`src/rtl/fpu_pack_arbiter.sv`:
```
// fpu_pack_arbiter
// Round-robin arbiter in front of a shared floating-point pack stage. The
// winning lane's {sign, exponent, significand} is packed into IEEE-style
// layout by dropping the implied bit. The result and its lane ID are held in
// a one-entry output register.
//
// Optional feature: define FPU_PACK_ARB_HIDDEN_CHECK_EN to register an
// implied-bit consistency flag on out_err. Otherwise out_err is tied 0.
//
// Ports:
//   clk, rst_n        clock, asynchronous active-low reset
//   req_valid/ready   per-lane handshake (ready is one-hot or zero)
//   req_sign          sign per lane
//   req_exponent      lane i at [i*EXPONENT_WIDTH +: EXPONENT_WIDTH]
//   req_significand   lane i at [i*(SIGNIFICAND_WIDTH+1) +: SIGNIFICAND_WIDTH+1]
//   out_valid/ready   result handshake
//   out_packed        {sign, exponent, fraction}
//   out_id            lane that produced out_packed
//   out_err           implied-bit inconsistency flag
module fpu_pack_arbiter #(
    parameter int unsigned EXPONENT_WIDTH    = 11,
    parameter int unsigned SIGNIFICAND_WIDTH = 52,
    parameter int unsigned NUM_REQ           = 4
) (
    input  logic                                         clk,
    input  logic                                         rst_n,
    input  logic [NUM_REQ-1:0]                           req_valid,
    output logic [NUM_REQ-1:0]                           req_ready,
    input  logic [NUM_REQ-1:0]                           req_sign,
    input  logic [NUM_REQ*EXPONENT_WIDTH-1:0]            req_exponent,
    input  logic [NUM_REQ*(SIGNIFICAND_WIDTH+1)-1:0]     req_significand,
    output logic                                         out_valid,
    input  logic                                         out_ready,
    output logic [EXPONENT_WIDTH+SIGNIFICAND_WIDTH:0]    out_packed,
    output logic [$clog2(NUM_REQ)-1:0]                   out_id,
    output logic                                         out_err
);

    localparam int unsigned ID_W   = $clog2(NUM_REQ);
    localparam int unsigned MANT_W = SIGNIFICAND_WIDTH + 1;

    typedef enum logic {
        EMPTY = 1'b0,
        FULL  = 1'b1
    } state_t;

    state_t                          state;
    logic   [ID_W-1:0]               rr_ptr;
    logic   [ID_W-1:0]               win;
    logic   [ID_W-1:0]               nxt_ptr;
    logic                            found;
    logic                            can_accept;
    logic                            xfer;
    logic                            sel_sign;
    logic   [EXPONENT_WIDTH-1:0]     sel_exp;
    logic   [SIGNIFICAND_WIDTH-1:0]  sel_frac;
    logic                            sel_hid;

    // First valid lane at or above rr_ptr, wrapping at NUM_REQ.
    always_comb begin : p_arb
        int unsigned sum;
        found = 1'b0;
        win   = '0;
        sum   = 0;
        for (int unsigned k = 0; k < NUM_REQ; k++) begin
            sum = 32'(rr_ptr) + k;
            if (sum >= NUM_REQ) begin
                sum = sum - NUM_REQ;
            end
            if (!found && req_valid[ID_W'(sum)]) begin
                found = 1'b1;
                win   = ID_W'(sum);
            end
        end
    end

    // Operand mux for the winning lane.
    always_comb begin
        sel_sign = 1'b0;
        sel_exp  = '0;
        sel_frac = '0;
        sel_hid  = 1'b0;
        for (int unsigned i = 0; i < NUM_REQ; i++) begin
            if (ID_W'(i) == win) begin
                sel_sign = req_sign[i];
                sel_exp  = req_exponent[i*EXPONENT_WIDTH +: EXPONENT_WIDTH];
                sel_frac = req_significand[i*MANT_W +: SIGNIFICAND_WIDTH];
                sel_hid  = req_significand[i*MANT_W + SIGNIFICAND_WIDTH];
            end
        end
    end

    // Explicit wrap so non-power-of-two lane counts rotate correctly.
    assign nxt_ptr    = (win == ID_W'(NUM_REQ - 1)) ? '0 : win + ID_W'(1);
    assign can_accept = (state == EMPTY) || out_ready;
    assign xfer       = rst_n && can_accept && found;
    assign out_valid  = (state == FULL);

    always_comb begin
        req_ready = '0;
        if (xfer) begin
            req_ready[win] = 1'b1;
        end
    end

    // Output register; a transfer always wins over a drain (refill in place).
    always_ff @(posedge clk or negedge rst_n) begin
        if (!rst_n) begin
            state      <= EMPTY;
            out_packed <= '0;
            out_id     <= '0;
            rr_ptr     <= '0;
        end else if (xfer) begin
            state      <= FULL;
            out_packed <= {sel_sign, sel_exp, sel_frac};
            out_id     <= win;
            rr_ptr     <= nxt_ptr;
        end else if (out_ready) begin
            state      <= EMPTY;
        end
    end

`ifdef FPU_PACK_ARB_HIDDEN_CHECK_EN
    // Zero exponent must carry implied bit 0, non-zero exponent implied bit 1.
    logic sel_err;
    assign sel_err = ((sel_exp == '0) && sel_hid) || ((sel_exp != '0) && !sel_hid);

    always_ff @(posedge clk or negedge rst_n) begin
        if (!rst_n) begin
            out_err <= 1'b0;
        end else if (xfer) begin
            out_err <= sel_err;
        end
    end
`else
    logic unused_hid;
    assign unused_hid = sel_hid;
    assign out_err    = 1'b0;
`endif

endmodule
```
`config.mk`:
```
export PLATFORM = sky130hd
export DESIGN_NAME = fpu_pack_arbiter
export DESIGN_NICKNAME = d
export VERILOG_FILES = /design/src/rtl/fpu_pack_arbiter.sv
export SDC_FILE = /design/constraint.sdc
export NUM_CORES = 1
export LEC_CHECK = 0
export BUFFER_PORTS_ARGS = -buffer_cell sky130_fd_sc_hd__buf_2
export CORE_ASPECT_RATIO = 0.5
export CORE_MARGIN = 3
export CORE_UTILIZATION = 35
export CTS_BUF_LIST = sky130_fd_sc_hd__clkbuf_16
export DETAILED_ROUTE_END_ITERATION = 6
export GPL_ROUTABILITY_DRIVEN = 0
export HOLD_SLACK_MARGIN = 0.12
export PLACE_DENSITY_LB_ADDON = 0.08
export SLEW_MARGIN = 5
export SYNTH_ARGS = -nofsm -noshare
export SYNTH_HDL_FRONTEND = slang
export SYNTH_SLANG_ARGS = --single-unit
export TNS_END_PERCENT = 5
```
`constraint.sdc`:
```
create_clock -name clk -period 2.7 [get_ports clk]
set_clock_uncertainty 0.1 [all_clocks]
set_input_delay 0.135 -clock clk [delete_from_list [all_inputs] [get_ports clk]]
set_output_delay 0.135 -clock clk [all_outputs]
set_load 0.02 [all_outputs]
```
Yosys cells after proc, flatten, opt, wreduce, memory -nomap -nowiden
Cells that the tools add are included.
{ "totals": {"ff_bits": 69, "latchBits": 0, "mem_bits_rw": 0, "rom_bits": 0, "in_bits": 267, "output_inout_bits": 72, "word_cells": 77, "memories": 0} }
{ "classes": {"n_addsub": 8, "mul": 0, "n_div": 0, "magnitude_cmp": 10, "n_eq_ne": 4, "shift": 0, "n_mux": 38, "bitwise_logic": 1, "n_reduce_logical": 12} }
{ "ops": {"columns": ["op", "n"], "rows": [
  ["$mux 52", 4],
  ["$mux 11", 4],
  ["$mux 2", 9],
  ["$lt 2x3->1 const B", 5],
  ["$mux 1", 15],
  ["$ge 3x3->1 const B", 3],
  ["$bmux 1 s2", 4],
  ["$sub 2x1->2 const B", 4],
  ["$add 2x2->3 const B", 2],
  ["$logic_and 1x1->1", 6],
  ["$eq 2x2->1 const A", 2],
  ["$mux 4", 1],
  ["$add 2x1->3 const B", 1],
  ["$ge 2x3->1 const B", 1],
  ["$logic_not 1->1", 3],
  ["$add 2x1->2 const B", 1],
  ["$demux 1 s2", 1],
  ["$eq 1x2->1 const A", 1],
  ["$eq 2x2->1 const B", 1],
  ["$ge 2x1->1 const B", 1],
  ["$logic_not 2->1", 1],
  ["$reduce_bool 2->1", 1],
  ["$logic_or 1x1->1", 1],
  ["$not 1->1", 1]
]} }

Longest topological paths before layout
Gate-level depths: netlist (run 1).
{ "depth": {"depth_word": 19, "depth_mapped": 9} }

Worst setup path after synthesis (run 1)
OpenSTA, ideal clock, no wires.
{ "synth_path": {"path_type": "register -> register", "start": "reg rr_ptr[1]", "end": "reg out_packed[0]", "setup_ps": 82, "t_arrival_ps": 1995, "required_ps": 2518, "setup_slack_ps": 523, "path_stages_with_launch": 10, "path_cell_list": "dfrtp_1 nand2b_1 a21o_1 and3_1 ha_1 buf_2 clkbuf_1 nand3b_1 a221o_1 a31oi_1"} }
{ "synth_between": {"elab_chain_cells": 19, "elab_cells_between_ends": 46, "cone_classes": "add/sub (7); order compare (4); eq/ne (3); mux (24); reduce/logical (8)"} }
{ "synth_rtl": {"columns": ["element", "line", "text"], "rows": [
  ["start: declaration", "48", "logic [ID_W-1:0] rr_ptr;"],
  ["start signal: assignment", "117", "rr_ptr <= nxt_ptr;"],
  ["branches (longest 13 deep; another with $add 2x1->3)", null, null],
  ["$mux 2 *", "70", "if (!found && req_valid[ID_W'(sum)]) begin"],
  ["net win[0]", "49", "logic [ID_W-1:0] win;"],
  ["$logic_not 2->1", "84", "if (ID_W'(i) == win) begin"],
  ["$mux 52 (3 in series)", "84", null],
  ["$mux 52 *", "84", null],
  ["end signal: assignment", "115", "out_packed <= {sel_sign, sel_exp, sel_frac};"],
  ["end: declaration", "34", "output logic [EXPONENT_WIDTH+SIGNIFICAND_WIDTH:0] out_packed,"]
]} }
Mark *: on every way through the listed nets, which the timed path passes. The select of a mux whose other input is x is not followed.
A chain may end at the register's enable or synchronous reset.

Worst setup path in the final report (run 1)
{ "layout_path": {"start": "in req_valid[2]", "end": "out req_ready[1]"} }
{ "layout_between": {"elab_chain_cells": 17, "elab_cells_between_ends": 29, "cone_classes": "order compare (2); mux (19); reduce/logical (8)"} }
{ "layout_rtl": {"columns": ["element", "line", "text"], "rows": [
  ["start: declaration", "27", "input logic [NUM_REQ-1:0] req_valid,"],
  ["$bmux 1 s2", "70", null],
  ["$mux 1 (implied by the code)", "70", null],
  ["$mux 1", "70", null],
  ["$logic_not 1->1", "70", null],
  ["$logic_and 1x1->1", "70", null],
  ["$mux 1", "70", null],
  ["$logic_not 1->1", "70", null],
  ["$logic_and 1x1->1", "70", null],
  ["[2 not listed]", null, null],
  ["$logic_and 1x1->1", "70", null],
  ["$mux 2 *", "70", null],
  ["net win[0]", "49", null],
  ["$lt 2x3->1 (implied by the code) / $ge 2x1->1 (equally long branches)", "102", "req_ready[win] = 1'b1;"],
  ["$logic_and 1x1->1 (implied by the code)", "102", null],
  ["$mux 1 (implied by the code)", "102", null],
  ["$demux 1 s2 *", "102", null],
  ["$mux 4 *", "101", "if (xfer) begin"],
  ["end: declaration", "28", "output logic [NUM_REQ-1:0] req_ready,"]
]} }
Mark *: on every way through the listed nets, which the timed path passes. The rest lies on a longest branch. The select of a mux whose other input is x is not followed.

==> flow_summary.toml, run 1 <==
[hold_path]
worstHoldPathType = "primary input to register"

[yosys]
synth_edf_count = 0
yosys.area.top_type = "dfrtp_1"
yosys.area_share.xor_xnor = 0
synth_top_family_by_area = "compound AO/OA/AOI/OAI gates"
syn_area_um2 = 5000
synth_common_cells = "a21oi_1 (131), dfrtp_1 (69), nand2_1 (69)"
yosysWarnings = 0
synth.most_common_cell = "a21oi_1"
synth.top_cells.by_area = "dfrtp_1 (35%), a21oi_1 (13%), a221o_1 (13%)"
synth_compound_area_frac = 0.357
synthCells = 631
synth_cell_type_count = 28
synth_ff_type = "dfrtp_1"
ys_seq_area_frac = 0.345
async_reset_ff_frac = 1.00
syn_nets = 902
synthSimpleGateAreaFrac = 0.166
synth_mux_area_frac = 0.00200
synth_top_area_frac = 0.345
avgSynthCellArea_um2 = 7.93
ys_ff_latch = 69
synthAdderAreaFrac = 0.0100

[sta]
fin_crit_ps = 2590
fmax_mhz = 387
slew_headroom = 0.393
finalSetupViolCount = 0
max_slew.worst_pin.slew_ps = 910
drv_slew = 0
fin_ws_ps = 115
rsz0062_at_grt = "false"
period_share = 0.957
hold_viol_final = 0
final.setup.tns_ps = 0

[die]
start_util = 0.363
ios = 339
die_area_um2 = 15900
num_rows = 30
fp.dieH_um = 90.5
dieWidth_um = 175
coreArea_um2 = 13800

[finish]
seqCellArea_um2 = 1730
final_util = 0.653
n_fill_cell = 1179
diodes = 0
syn_to_final_growth_pct = 79.8
final_net_count = 1372
final_cells = 1298
drive_gt1_frac = 0.340
multi_input_area_um2 = 2730

[place]
io_buffers = 333
dp_hpwl_mm = 13.6
dp_slack_ps = 243
dp_cells = 1105

[drt]
vias = 6978
antenna_left = 0
post-route-drc-count = 0
highest_layer = "met4"
drt_wl_total_mm = 22.1
wl_met3_mm = 1.61
via_per_inst = 5.38
wl_met1_mm = 9.06
drt_iter0_drc = 364
firstDrtPassIters = 6
wire_per_inst_um = 17.1
wl_met2_mm = 10.8

[setup_path]
cp_slowest_cell = "dlygate4sd3_1"
worstPathCellList = "dlygate4sd3_1 > buf_2 > nand2b_1 > a21o_1 > and3_1 > ha_4 > buf_12 > and3_1 > buf_2"
endpoint_kind = "output port"
critPathArrivalTime_ps = 2350
critPathKind = "primary input to output port"
worst-path-max-fanout = 31
cp.required_ps = 2470
crit_path_start_kind = "primary input"
critPathMaxStageDelay_ps = 550
r2r_slack_ps = 190

[clock_network]
cts-root-buf = "clkbuf_16"
cts_tree = "built"
clk_latency_ps = 330
cts.repair.resized = 0
ctsHoldBuffers = 177
ctsHtreeMaxLevel = 3
clkTransAtPathRegs_ps = 60
cts_buffers = 9
post_cts_buffers = 0
clockBufferDepth = 2
cts_num_sinks = 69

[global_route]
grt_max_degree = 62
grt_pass1_vias = 7051
grt_util_all_layers = 0.267
antenna_found_initial = 0
grt.overflow.total = 0
grt_pass1_wl_mm = 35.0

[power_and_ir_drop]
p_per_area_nw_per_um2 = 752
leakage_nw = 4.22
power.total_mw = 6.77
peakVddDrop_mv = 0.429

[run_status]
status = "finished clean"

[run]
drv_cap = 0
[power by group]
part / switching [mW] / internal [mW]
sequential: 0.217 / 1.44
combinational: 2.16 / 1.71
clock: 0.446 / 0.796
[routing by layer]
layer	vias to the layer above	global-route usage
met1	3347	0.324
li1	3257	-
met3	60	0.0634
met4	0	0.0922
met2	314	0.466
met5	-	0
[final timing paths]
check	cells past startpoint	to	start
min	4	out_packed[37]	req_significand[37]
max	9	req_ready[1]	req_valid[2]
min in group asynchronous	2	out_packed[46]	rst_n
max reg2reg	8	out_packed[63]	rr_ptr[1]
max in group asynchronous	3	out_packed[7]	rst_n
min reg2reg	1	out_id[0]	out_id[0]
[sequential cells by signal (all words and copies together) (netlist names)]
register,count
out_id,2
out_packed,64
out_valid,1
rr_ptr,2
[per-stage QoR]
step,instance area (um2),hold slack (ps)
finish,9000,127
floorplan,5000,-261
global placement,6920,-7.20
CTS,9000,120
detailed placement,6920,-5.07
global route,9000,134
[critical path: cells and delay by family]
kind | cells | cell delay, ps
buf+inv | 4 | 1090
simple gates | 3 | 520
fa+ha+maj | 1 | 420
compound gates | 1 | 170
[layout make-up]
cell class,count,share of cell area
Clock inverter,7,0.00904
Multi-Input combinational cell,423,0.304
Timing Repair Buffer,532,0.416
Clock buffer,9,0.0250
Sequential cell,69,0.192
Tap cell,192,0.0267
Inverter,66,0.0275
[kinds of logic (layout without fill, tap and decap cells)]
family | Yosys count | after routing
DFF | 69 | 69
and+or+nand+nor | 148 | 148
muxes | 1 | 1
other | 1 | 1
adders and majority gates | 4 | 4
buffers and inverters | 139 | 614
AOI/OAI and AO/OA | 269 | 269
[cell usage in the layout (no fill, tap or decap), drive strengths merged]
master / Yosys / layout
o21ai: 1 / 1
nand2: 69 / 69
o21a: 1 / 1
nand3b: 65 / 65
a221oi: 1 / 1
a21boi: 1 / 1
ha: 4 / 4
o41a: 1 / 1
nor2: 2 / 2
a221o: 64 / 64
o41ai: 1 / 1
a41o: 1 / 1
nand3: 3 / 3
a31oi: 65 / 65
clkbuf: 39 / 9
and3: 6 / 6
nand4b: 1 / 1
a21oi: 131 / 131
mux2i: 1 / 1
dlygate4sd3: 0 / 177
buf: 34 / 355
conb: 1 / 1
a32o: 1 / 1
dfrtp: 69 / 69
clkinv: 0 / 4
inv: 66 / 67
nand2b: 2 / 2
a21o: 1 / 1
bufinv: 0 / 2
Note: power is estimated with default switching activity, not from simulation.
==> run 2: changes to the inputs <==
- CORE_AREA: not set -> 3 3 131 133
- CORE_ASPECT_RATIO: 0.5 -> not set
- CORE_MARGIN: 3 -> not set
- CORE_UTILIZATION: 35 -> not set
- DIE_AREA: not set -> 0 0 134 136
==> run 2 against run 1 <==
Effect of this change: setup slack better by 32 ps; register-to-register slack gained 60 ps; final area down 3.0%; combinational power is 1% lower; wire length rose by 1.3%; clock power fell by 9%; power is 2.1% lower; sequential power about the same; largest cell class unchanged.
==> flow_summary.toml, run 2 (same netlist as run 1, synthesis figures left out) <==
[global_route]
grt_pass1_wl_mm = 33.5
grt_util_all_layers = 0.226
use_met1 = 0.251
grt_use_met2 = 0.428
antenna_found_initial = 1
top_usage_layer = "met2"
grt.overflow.total = 0
grt_pass1_vias = 6835
use_met3 = 0.0407
grt_max_degree = 66

[setup_path]
r2r_slack_ps = 250
critPathArrivalTime_ps = 2320
cp_slowest_cell = "dlygate4sd3_1"
critPathKind = "primary input to output port"
crit_path_start_kind = "primary input"
worstPathCellList = "dlygate4sd3_1 > buf_2 > nand2b_1 > a21o_1 > and3_1 > ha_4 > buf_12 > and3_1 > buf_2"
endpoint_kind = "output port"
critPathMaxStageDelay_ps = 550
worst-path-max-fanout = 58
cp.required_ps = 2470

[sta]
rsz0062_at_grt = "false"
fin_crit_ps = 2550
hold_viol_final = 0
drv_slew = 0
max_slew.worst_pin.slew_ps = 986
finalSetupViolCount = 0
fmax_mhz = 392
final.setup.tns_ps = 0
period_share = 0.946
whs_ps = 121
slew_headroom = 0.343

[drt]
vias = 6787
drt_wl_total_mm = 22.4
wire_per_inst_um = 17.3
drt_iter0_drc = 272
post-route-drc-count = 0
firstDrtPassIters = 4
via_per_inst = 5.23
antenna_left = 0

[clock_network]
clockBufferDepth = 2
clkTransAtPathRegs_ps = 60
cts_num_sinks = 69
ctsHtreeMaxLevel = 3
cts-root-buf = "clkbuf_16"
clk_latency_ps = 330
cts_tree = "built"
cts_buffers = 9

[power_and_ir_drop]
peakVddDrop_mv = 0.376
leakage_nw = 4.09
p_per_area_nw_per_um2 = 759

[finish]
regMostFlops = "out_packed"
diodes = 0
final_common_cell = "buf_2"
drive_gt1_frac = 0.345
final_cell_mix = "buf_2 (332), dlygate4sd3_1 (157), a21oi_1 (130)"
n_fill_cell = 1509
multi_input_area_um2 = 2740
final_cells = 1298
stdcell_area_um2 = 8730
final_net_count = 1348
syn_to_final_growth_pct = 74.4
seqCellArea_um2 = 1730
reg.largest.list = "out_packed (64), out_id (2), rr_ptr (2)"
largest_reg_flops = 64

[hold_path]
worstHoldPathType = "primary input to register"

[die]
ios = 339
start_util = 0.314
num_rows = 46
dieWidth_um = 134
coreArea_um2 = 15900
die_area_um2 = 18200
fp.dieH_um = 136

[place]
dpl_cell_area_um2 = 6860
dp_hpwl_mm = 14.6
io_buffers = 333
dp_cells = 1123

[run]
drv_cap = 0

[run_status]
status = "finished clean"
run 2: report_power, final:
| group | internal [mW] | leakage (nW) | switching [mW] |
|---|---|---|---|
| registers | 1.44 | 0.789 | 0.226 |
| clock network | 0.701 | 0.148 | 0.430 |
| logic | 1.65 | 3.15 | 2.18 |
| total | 3.79 | 4.09 | 2.83 |
run 2: what timing repair did:
item,in CTS,in global routing
buffers inserted,0,1
resized for setup,0,0
hold buffers,157,0
setup endpoints to repair,0,30
hold endpoints to repair,80,0
run 2: final cells by class:
cell class,count,share of cell area
timing repair buffer,507,0.396
multi-input combinational,424,0.314
sequential,69,0.198
tap,216,0.0310
inverter,66,0.0284
clock buffer,9,0.0258
clock inverter,7,0.00660
run 2: stage by stage:
stage | setup slack [ps] | utilization | power (mW)
3_3_place_gp | 278 | 0.430 | 5.24
6_report | 147 | 0.547 | 6.62
2_1_floorplan | 523 | - | 4.05
5_1_grt | 23.8 | 0.547 | 7.05
4_1_cts | 58.8 | 0.546 | 6.65
3_5_place_dp | 171 | 0.430 | 5.31
run 2: worst max-delay path: cells and delay by family:
kind            cells  cell delay, ps
simple gates        3             530
compound gates      1             160
buf+inv             4            1140
fa+ha+maj           1             320
run 2: final timing paths:
| kind | startpoint | endpoint | depth (start not counted) |
|---|---|---|---|
| max | req_valid[2] | req_ready[1] | 9 |
| min | req_significand[156] | out_packed[50] | 4 |
| max reg2reg | rr_ptr[1] | out_packed[44] | 8 |
| min reg2reg | out_id[0] | out_id[0] | 1 |
| max in group asynchronous | rst_n | out_packed[24] | 3 |
| min in group asynchronous | rst_n | rr_ptr[0] | 2 |
run 2: per-layer routing:
layer,wire length (um),vias up
li1,-,3210
met2,11700,298
met5,13,-
met1,8630,3231
met4,595,2
met3,1490,46
